<file path="config.mk">
export PLATFORM = sky130hd
export DESIGN_NAME = time_set_editor
export DESIGN_NICKNAME = d
export VERILOG_FILES = /design/src/rtl/time_set_editor_pkg.sv /design/src/rtl/time_set_editor_field_step.sv /design/src/rtl/time_set_editor.sv
export SDC_FILE = /design/constraint.sdc
export NUM_CORES = 1
export LEC_CHECK = 0
export ABC_AREA = 1
export BUFFER_PORTS_ARGS = -buffer_cell sky130_fd_sc_hd__buf_4
export CAP_MARGIN = 20
export CORE_MARGIN = 4
export CORE_UTILIZATION = 30
export CTS_CLUSTER_DIAMETER = 200
export DETAILED_ROUTE_END_ITERATION = 8
export PLACE_DENSITY = 0.43
export SLEW_MARGIN = 10
export SYNTH_ARGS = -nofsm -noshare
export SYNTH_HDL_FRONTEND = slang
export SYNTH_SLANG_ARGS = --single-unit
export TNS_END_PERCENT = 1
</file>
<file path="constraint.sdc">
create_clock -name clk -period 2.1 [get_ports clk]
set_input_delay 0.105 -clock clk [delete_from_list [all_inputs] [get_ports clk]]
set_output_delay 0.105 -clock clk [all_outputs]
set_load 0.005 [all_outputs]
</file>
<file path="src/rtl/time_set_editor_pkg.sv">
// Shared definitions for the HH:MM:SS set-mode editor.
package time_set_editor_pkg;

  localparam int unsigned SEL_W = 3;
  localparam int unsigned HR_W  = 5;
  localparam int unsigned MS_W  = 6;

  localparam logic [SEL_W-1:0] SEL_HR  = 3'b001;
  localparam logic [SEL_W-1:0] SEL_MIN = 3'b010;
  localparam logic [SEL_W-1:0] SEL_SEC = 3'b100;

  localparam logic [HR_W-1:0] HR_MAX = 5'd23;
  localparam logic [MS_W-1:0] MS_MAX = 6'd59;

  typedef enum logic [1:0] {
    ST_IDLE   = 2'd0,
    ST_HOLD   = 2'd1,
    ST_REPEAT = 2'd2
  } btn_state_t;

  function automatic logic sel_valid(input logic [SEL_W-1:0] s);
    return (s == SEL_HR) || (s == SEL_MIN) || (s == SEL_SEC);
  endfunction

endpackage

</file>
<file path="src/rtl/time_set_editor_field_step.sv">
// Combinational +1/-1 step of one time field with wrap at 0 and limit.
module time_set_editor_field_step #(
  parameter int unsigned W = 6
) (
  input  logic [W-1:0] value,
  input  logic [W-1:0] limit,
  input  logic         up,
  input  logic         down,
  output logic [W-1:0] value_c
);

  always_comb begin
    value_c = value;
    if (up) begin
      value_c = (value >= limit) ? '0 : value + W'(1);
    end else if (down) begin
      value_c = (value == '0) ? limit : value - W'(1);
    end
  end

endmodule

</file>
<file path="src/rtl/time_set_editor.sv">
// Set-mode editor for HH:MM:SS with field blink and load strobe.
// Auto-repeat on held buttons is enabled by defining TIME_SET_AUTOREPEAT_EN.
module time_set_editor
  import time_set_editor_pkg::*;
#(
  parameter int unsigned REPEAT_DELAY = 50_000_000,
  parameter int unsigned REPEAT_RATE  = 10_000_000,
  parameter int unsigned BLINK_HALF   = 25_000_000
) (
  input  logic             clk,
  input  logic             reset,
  input  logic [SEL_W-1:0] sel,
  input  logic             edit_en,
  input  logic             inc,
  input  logic             dec,
  input  logic [HR_W-1:0]  cur_h,
  input  logic [MS_W-1:0]  cur_m,
  input  logic [MS_W-1:0]  cur_s,
  output logic [HR_W-1:0]  set_h,
  output logic [MS_W-1:0]  set_m,
  output logic [MS_W-1:0]  set_s,
  output logic [SEL_W-1:0] blank,
  output logic             load
);

  localparam int unsigned BLINK_W = $clog2(BLINK_HALF + 1);

  logic               edit_q, inc_q, dec_q;
  logic               edit_rise, edit_fall;
  logic               press_inc, press_dec, held, both;
  btn_state_t         state_q, state_d;
  logic               dir_q, dir_d;
  logic               btn_step, step_c, sel_ok;
  logic               step_up, step_dn;
  logic [BLINK_W-1:0] blink_cnt_q, blink_cnt_d;
  logic               dark_q, dark_d;
  logic [HR_W-1:0]    h_c;
  logic [MS_W-1:0]    m_c, s_c;

`ifdef TIME_SET_AUTOREPEAT_EN
  localparam int unsigned RPT_MAX = (REPEAT_DELAY > REPEAT_RATE) ? REPEAT_DELAY : REPEAT_RATE;
  localparam int unsigned RPT_W   = $clog2(RPT_MAX + 1);
  logic [RPT_W-1:0] rpt_cnt_q, rpt_cnt_d;
`else
  logic unused_rpt_cfg;
  assign unused_rpt_cfg = (REPEAT_DELAY != 0) ^ (REPEAT_RATE != 0);
`endif

  assign edit_rise = edit_en & ~edit_q;
  assign edit_fall = ~edit_en & edit_q;
  assign both      = inc & dec;
  assign press_inc = inc & ~inc_q & ~dec;
  assign press_dec = dec & ~dec_q & ~inc;
  assign held      = dir_q ? dec : inc;
  assign sel_ok    = sel_valid(sel);

  // Button FSM: one step per press, optional timed repeat while held.
  always_comb begin
    state_d  = state_q;
    dir_d    = dir_q;
    btn_step = 1'b0;
`ifdef TIME_SET_AUTOREPEAT_EN
    rpt_cnt_d = rpt_cnt_q;
`endif
    case (state_q)
      ST_IDLE: begin
        if (press_inc || press_dec) begin
          btn_step = 1'b1;
          dir_d    = press_dec;
          state_d  = ST_HOLD;
`ifdef TIME_SET_AUTOREPEAT_EN
          rpt_cnt_d = '0;
`endif
        end
      end
      ST_HOLD: begin
        if (!held || both) begin
          state_d = ST_IDLE;
        end
`ifdef TIME_SET_AUTOREPEAT_EN
        else if (rpt_cnt_q == RPT_W'(REPEAT_DELAY - 1)) begin
          btn_step  = 1'b1;
          state_d   = ST_REPEAT;
          rpt_cnt_d = '0;
        end else begin
          rpt_cnt_d = rpt_cnt_q + RPT_W'(1);
        end
`endif
      end
`ifdef TIME_SET_AUTOREPEAT_EN
      ST_REPEAT: begin
        if (!held || both) begin
          state_d = ST_IDLE;
        end else if (rpt_cnt_q == RPT_W'(REPEAT_RATE - 1)) begin
          btn_step  = 1'b1;
          rpt_cnt_d = '0;
        end else begin
          rpt_cnt_d = rpt_cnt_q + RPT_W'(1);
        end
      end
`endif
      default: state_d = ST_IDLE;
    endcase
    if (!edit_en) state_d = ST_IDLE;
  end

  // Capture on entry wins over a coincident button step.
  assign step_c  = btn_step & edit_en & ~edit_rise & sel_ok;
  assign step_up = step_c & ~dir_d;
  assign step_dn = step_c & dir_d;

  time_set_editor_field_step #(.W(HR_W)) u_step_h (
    .value(set_h), .limit(HR_MAX),
    .up(step_up & (sel == SEL_HR)), .down(step_dn & (sel == SEL_HR)), .value_c(h_c)
  );
  time_set_editor_field_step #(.W(MS_W)) u_step_m (
    .value(set_m), .limit(MS_MAX),
    .up(step_up & (sel == SEL_MIN)), .down(step_dn & (sel == SEL_MIN)), .value_c(m_c)
  );
  time_set_editor_field_step #(.W(MS_W)) u_step_s (
    .value(set_s), .limit(MS_MAX),
    .up(step_up & (sel == SEL_SEC)), .down(step_dn & (sel == SEL_SEC)), .value_c(s_c)
  );

  // Blink timer restarts visible on every applied step.
  always_comb begin
    blink_cnt_d = blink_cnt_q;
    dark_d      = dark_q;
    if (!edit_en || step_c) begin
      blink_cnt_d = '0;
      dark_d      = 1'b0;
    end else if (blink_cnt_q == BLINK_W'(BLINK_HALF - 1)) begin
      blink_cnt_d = '0;
      dark_d      = ~dark_q;
    end else begin
      blink_cnt_d = blink_cnt_q + BLINK_W'(1);
    end
  end

  always_ff @(posedge clk) begin
    if (reset) begin
      edit_q      <= 1'b0;
      inc_q       <= 1'b0;
      dec_q       <= 1'b0;
      state_q     <= ST_IDLE;
      dir_q       <= 1'b0;
      blink_cnt_q <= '0;
      dark_q      <= 1'b0;
      set_h       <= '0;
      set_m       <= '0;
      set_s       <= '0;
      blank       <= '0;
      load        <= 1'b0;
    end else begin
      edit_q      <= edit_en;
      inc_q       <= inc;
      dec_q       <= dec;
      state_q     <= state_d;
      dir_q       <= dir_d;
      blink_cnt_q <= blink_cnt_d;
      dark_q      <= dark_d;
      load        <= edit_fall;
      blank       <= (edit_en && dark_d && sel_ok) ? sel : '0;
      if (edit_rise) begin
        set_h <= cur_h;
        set_m <= cur_m;
        set_s <= cur_s;
      end else if (step_c) begin
        set_h <= h_c;
        set_m <= m_c;
        set_s <= s_c;
      end
    end
  end

`ifdef TIME_SET_AUTOREPEAT_EN
  always_ff @(posedge clk) begin
    if (reset) rpt_cnt_q <= '0;
    else       rpt_cnt_q <= rpt_cnt_d;
  end
`endif

endmodule

</file>
=== Word level (Yosys, flattened, before mapping) ===
Index checks and enable logic that the tools add are counted.

* Output and inout port bits: 21
* Flip-flop bits (word level): 53

* Reductions and logical operators: 24
* Multiplexer cells: 28
* Equal/unequal tests: 7
* Add/sub/neg operators: 7
* Bitwise logic cells: 28
* Magnitude comparators: 3

{| class="wikitable"
|+ Operators with widths
! kind !! number
|-
| 6-bit 2-to-1 mux || 12
|-
| 5-bit 2-to-1 mux || 6
|-
| 25-bit by 1-bit adder with 25-bit output (second input constant) || 1
|-
| 25-bit equality test (second input constant) || 1
|-
| 1-bit AND || 18
|-
| 6-bit by 1-bit adder with 6-bit output (second input constant) || 2
|-
| 6-bit >= comparator (second input constant) || 2
|-
| 6-bit logical NOT || 2
|-
| 6-bit by 1-bit subtractor with 6-bit output (second input constant) || 2
|-
| 1-bit NOT || 10
|-
| 3-bit nonzero test || 3
|-
| 2-bit AND reduction || 4
|-
| 1-bit 2-to-1 mux || 7
|-
| 5-bit by 1-bit adder with 5-bit output (second input constant) || 1
|-
| 5-bit >= comparator (second input constant) || 1
|-
| 5-bit logical NOT || 1
|-
| 1-bit logical OR || 5
|-
| 5-bit by 1-bit subtractor with 5-bit output (second input constant) || 1
|-
| 2-bit 2-to-1 mux || 2
|-
| 2-bit != test (second input constant) || 2
|-
| 2-bit one-hot mux with 2 select lines || 1
|-
| 2-bit OR reduction || 2
|-
| 3-bit by 1-bit equality test with 1-bit output (second input constant) || 1
|-
| 3-bit by 2-bit equality test with 1-bit output (second input constant) || 1
|-
| 7 further kinds || 9
|}

=== Longest topological paths before layout ===
* Word-level depth: 15
* Gate-level depth with buffers: 11
* Mapped depth without buffers: 11

=== Modules after synthesis ===
From an unflattened synthesis, not the netlist that was laid out.

* Cells, all modules: 746
* Area total of the unflattened synthesis: 4639.4 um^2

{| class="wikitable"
|+ By module, submodules not included
! module !! sequential area each (um^2) !! times used !! cells an instance !! area an instance (um^2)
|-
| time_set_editor || 1041.0 || 1 || 446 || 2981.6
|-
| time_set_editor_field_step (u_step_m ...) || 0.0 || 2 || 112 || 603.1
|-
| time_set_editor_field_step (u_step_h) || 0.0 || 1 || 76 || 451.7
|}

=== Worst setup path after synthesis ===
OpenSTA, ideal clock, no wires.

* Path kind: reg-to-reg
* Start point: reg blink_cnt_q[0]
* End point: reg blink_cnt_q[18]
* Data required time: 1985 ps
* Library setup time: 115 ps
* Period minus slack after synthesis: 1571 ps
* Arrival time: 1456 ps
* Cell stages (with the launch flop): 10
* Slack: 529 ps
* Path through: dfxtp_1 > ha_1 > nand2_1 > nor3_4 > nand2_2 > nor3_4 > nand2_2 > nor2_2 > xnor2_1 > nor2_2

* Longest elaborated chain between the ends: 2
* Elaborated cells between the ends (all ways): 3
* Those cells by class: add/sub (1); eq/ne (1); reduce/logical (1)

{| class="wikitable"
|+ Ends and longest elaborated chain
! element !! RTL line !! source
|-
| from (decl) || time_set_editor.sv:35 || <nowiki>logic [BLINK_W-1:0] blink_cnt_q, blink_cnt_d;</nowiki>
|-
| from (signal assigned) || time_set_editor.sv:160 || <nowiki>blink_cnt_q <= blink_cnt_d;</nowiki>
|-
| branches (longest 2 deep; another with 25-bit by 1-bit adder with 25-bit output) || - ||
|}

Several ways; the timed one is not identified.
A chain may end at the register's enable or synchronous reset.

=== Worst setup path after layout ===
Ends and elaborated chain as after synthesis.

==> impl_metrics.py <==
metrics = {
    "placed_design": {
        "io_buffer_count": 45,
        "post-dp-hpwl_mm": 6.24,
        "gp_congestion": 0.858,
    },
    "finish": {
        "final_util": 0.370,
        "drive_above_1_share": 0.173,
        "num_antenna_cells": 0,
        "final_common_cell": "nand2_1",
        "area_growth_pct": 20.0,
        "final_cell_mix": "90 x nand2_1, 62 x nor2_1, 57 x inv_1",
        "layout.nets": 560,
    },
    "grt": {
        "grt_usage": 0.136,
        "antenna_found_initial": 0,
        "grt_pass1_vias": 2972,
        "overflow": 0,
        "grt_max_degree": 26,
        "grt_pass1_wl_mm": 14.3,
    },
    "drt": {
        "routed_wl_mm": 8.34,
        "post_drt_wl_per_cell_um": 12.6,
        "vias": 3144,
        "drtPass1Iterations": 4,
        "drtIter0Drc": 186,
        "drc": 0,
        "ant_nets": 0,
        "via_per_inst": 4.74,
    },
    "run": {
        "maxCapViolCount": 0,
    },
    "worst_setup_path": {
        "regToRegSetupSlack_ps": 360,
        "cp_slowest_cell": "dfxtp_1",
        "critPathCaptureType": "flip-flop",
        "required_ps": 2310,
        "cp_top_family": "simple AND/OR/NAND/NOR gates",
        "reg2reg_from": "blink_cnt_q[0]",
        "cp_slowest_stage_delay_ps": 370,
        "cp_max_fo": 5,
        "crit_start": "blink_cnt_q[0]",
        "cp.arrival_ps": 1950,
        "path_class": "flip-flop to flip-flop",
        "crit_chain": "ha_1 > nand2_1 > nor3_4 > nand2_2 > nor3_4 > nand2_2 > nor2_2 > xnor2_1 > nor2_2",
        "critPathLaunchType": "flip-flop",
        "crit_buf_inv": 0,
    },
    "synth": {
        "muxShareOfSynthArea": 0,
        "ys_seq_area_frac": 0.326,
        "synth_cell_types": 35,
        "yosys-top-cells-area": "dfxtp_1 33%, nand2_1 11%, nor2_1 7.3%, inv_1 6.7%, a21oi_1 6.4%",
        "synth_top_area_share": 0.326,
        "synthAdderAreaFrac": 0.0352,
        "synth_area_leader_cell": "dfxtp_1",
        "syn_nets": 512,
        "yosys_warnings": 0,
        "synth-simple-area-share": 0.381,
        "ys_ff_latch": 52,
        "synth_xor_area_frac": 0.0438,
        "syn_inst": 478,
        "synth_top_family_by_area": "simple AND/OR/NAND/NOR gates",
        "netlist_area_mm2": 0.00320,
        "synth_compound_area_frac": 0.127,
        "syn_avg_cell_area_um2": 6.69,
    },
    "worst_hold_path": {
        "holdCritPathClass": "input port to flip-flop",
        "hp-start": "reset",
    },
    "clocking": {
        "numCtsBuffers": 5,
        "cts_setup_buffers": 0,
        "clock-sinks": 52,
        "clk_pin_slew_ps": 100,
        "cts_tree": "done",
        "ctsRootBufferMaster": "clkbuf_8",
        "ctsResizeCount": 0,
        "cts_htree_levels": 2,
        "clk_latency_ps": 310,
        "holdBufCountCts": 0,
        "clock_path_buffers": 2,
    },
    "timing": {
        "fmax_mhz": 576,
        "setup_viol": 0,
        "rsz0062_at_grt": "no",
        "hold_viol": 0,
        "timing.final.crit_share": 0.827,
        "final.min_clock_period_ps": 1740,
        "finalSetupTns_ps": 0,
        "tightest_slew_ps": 684,
        "slew_viol_final": 0,
        "skew_ps": 5.35,
        "slew_headroom": 0.543,
    },
    "die": {
        "num_rows": 37,
        "die_y_um": 111,
        "fp.coreArea_mm2": 0.0104,
        "dieArea_mm2": 0.0124,
        "die_width_um": 111,
        "ios": 46,
        "initial_core_util": 0.308,
    },
    "power": {
        "ir_drop_v": 0.000274,
        "leakage_nw": 1.65,
        "p_per_area_mw_per_mm2": 614,
    },
    "run_status": {
        "status": "finished clean",
    },
}
==> cell usage after synthesis <==
library cell and n:
o21bai_1 1, buf_6 1, nor4_1 4, nor2_4 2
xor2_1 11, nor3_1 12, nand4_1 16, nand2_1 90
a21oi_1 41, or2_1 1, a21oi_4 1, inv_2 4
o211ai_1 1, nand2_2 5, nor3_2 1, clkbuf_1 8
inv_1 57, ha_1 9, dfxtp_1 52, o31ai_1 2
nor2_1 62, or2_2 3, nor3_4 3, buf_2 1
a31oi_1 1, nand3_1 38, nor3b_1 4, clkinv_1 1
nor3b_2 1, nand3_2 4, xnor2_1 5, nor2_2 6
o21ai_0 26, nand3b_1 2, a21oi_2 2
==> per-stage QoR <==
| stage | power (W) | hold slack (ps) | worst slack [ps] | cells | cell area [um2] |
|---|---|---|---|---|---|
| after floorplan | 0.00143 | 230 | 529 | 478 | 3200 |
| after global placement | 0.00163 | 360 | 400 | 655 | 3720 |
| after detailed placement | 0.00162 | 379 | 361 | 655 | 3720 |
| after CTS | 0.00239 | 48.7 | 336 | 663 | 3840 |
| after global routing | 0.00250 | 49.0 | 127 | 663 | 3840 |
| final | 0.00235 | 53.5 | 363 | 663 | 3840 |
==> flip-flops by register name, indices dropped and copies added (netlist names) <==
| name | count |
|---|---|
| inc_q | 1 |
| edit_q | 1 |
| blink_cnt_q | 25 |
| set_s | 6 |
| dec_q | 1 |
| blank | 3 |
| set_h | 5 |
| state_q | 1 |
| set_m | 6 |
| dark_q | 1 |
| load | 1 |
| dir_q | 1 |
==> path summary, 6_finish.rpt <==
path                     end  depth (start not counted)
max          blink_cnt_q[18]                          9
min                 set_s[5]                          2
max reg2reg  blink_cnt_q[18]                          9
min reg2reg   blink_cnt_q[0]                          1
==> cell type report <==
class | count | area [um2]
timing repair buffer | 51 | 395
multi-input combinational | 354 | 1880
tap | 136 | 170
clock buffer | 6 | 82.6
sequential | 52 | 1040
fill | 1179 | 6530
clock inverter | 2 | 38.8
inverter | 62 | 233
==> kinds of logic after synthesis <==
group / count (synthesis)
compound gates: 75
buf+inv: 72
simple gates: 254
fa+ha+maj: 9
xor+xnor: 16
flops: 52
==> layer usage <==
| metal | vias up | GRT usage | part of all wire |
|---|---|---|---|
| met5 | - | 0 | 0 |
| met4 | 0 | 0.0284 | 0.0072 |
| met3 | 5 | 0.0218 | 0.033 |
| met2 | 53 | 0.227 | 0.46 |
| met1 | 1425 | 0.185 | 0.50 |
| li1 | 1661 | - | - |
==> where the power goes <==
| part | switching [W] | internal (W) |
|---|---|---|
| Sequential | 0.0000685 | 0.00103 |
| Clock | 0.000365 | 0.000391 |
| Combinational | 0.000281 | 0.000224 |
No activity file was read; power rests on OpenSTA's default activity.
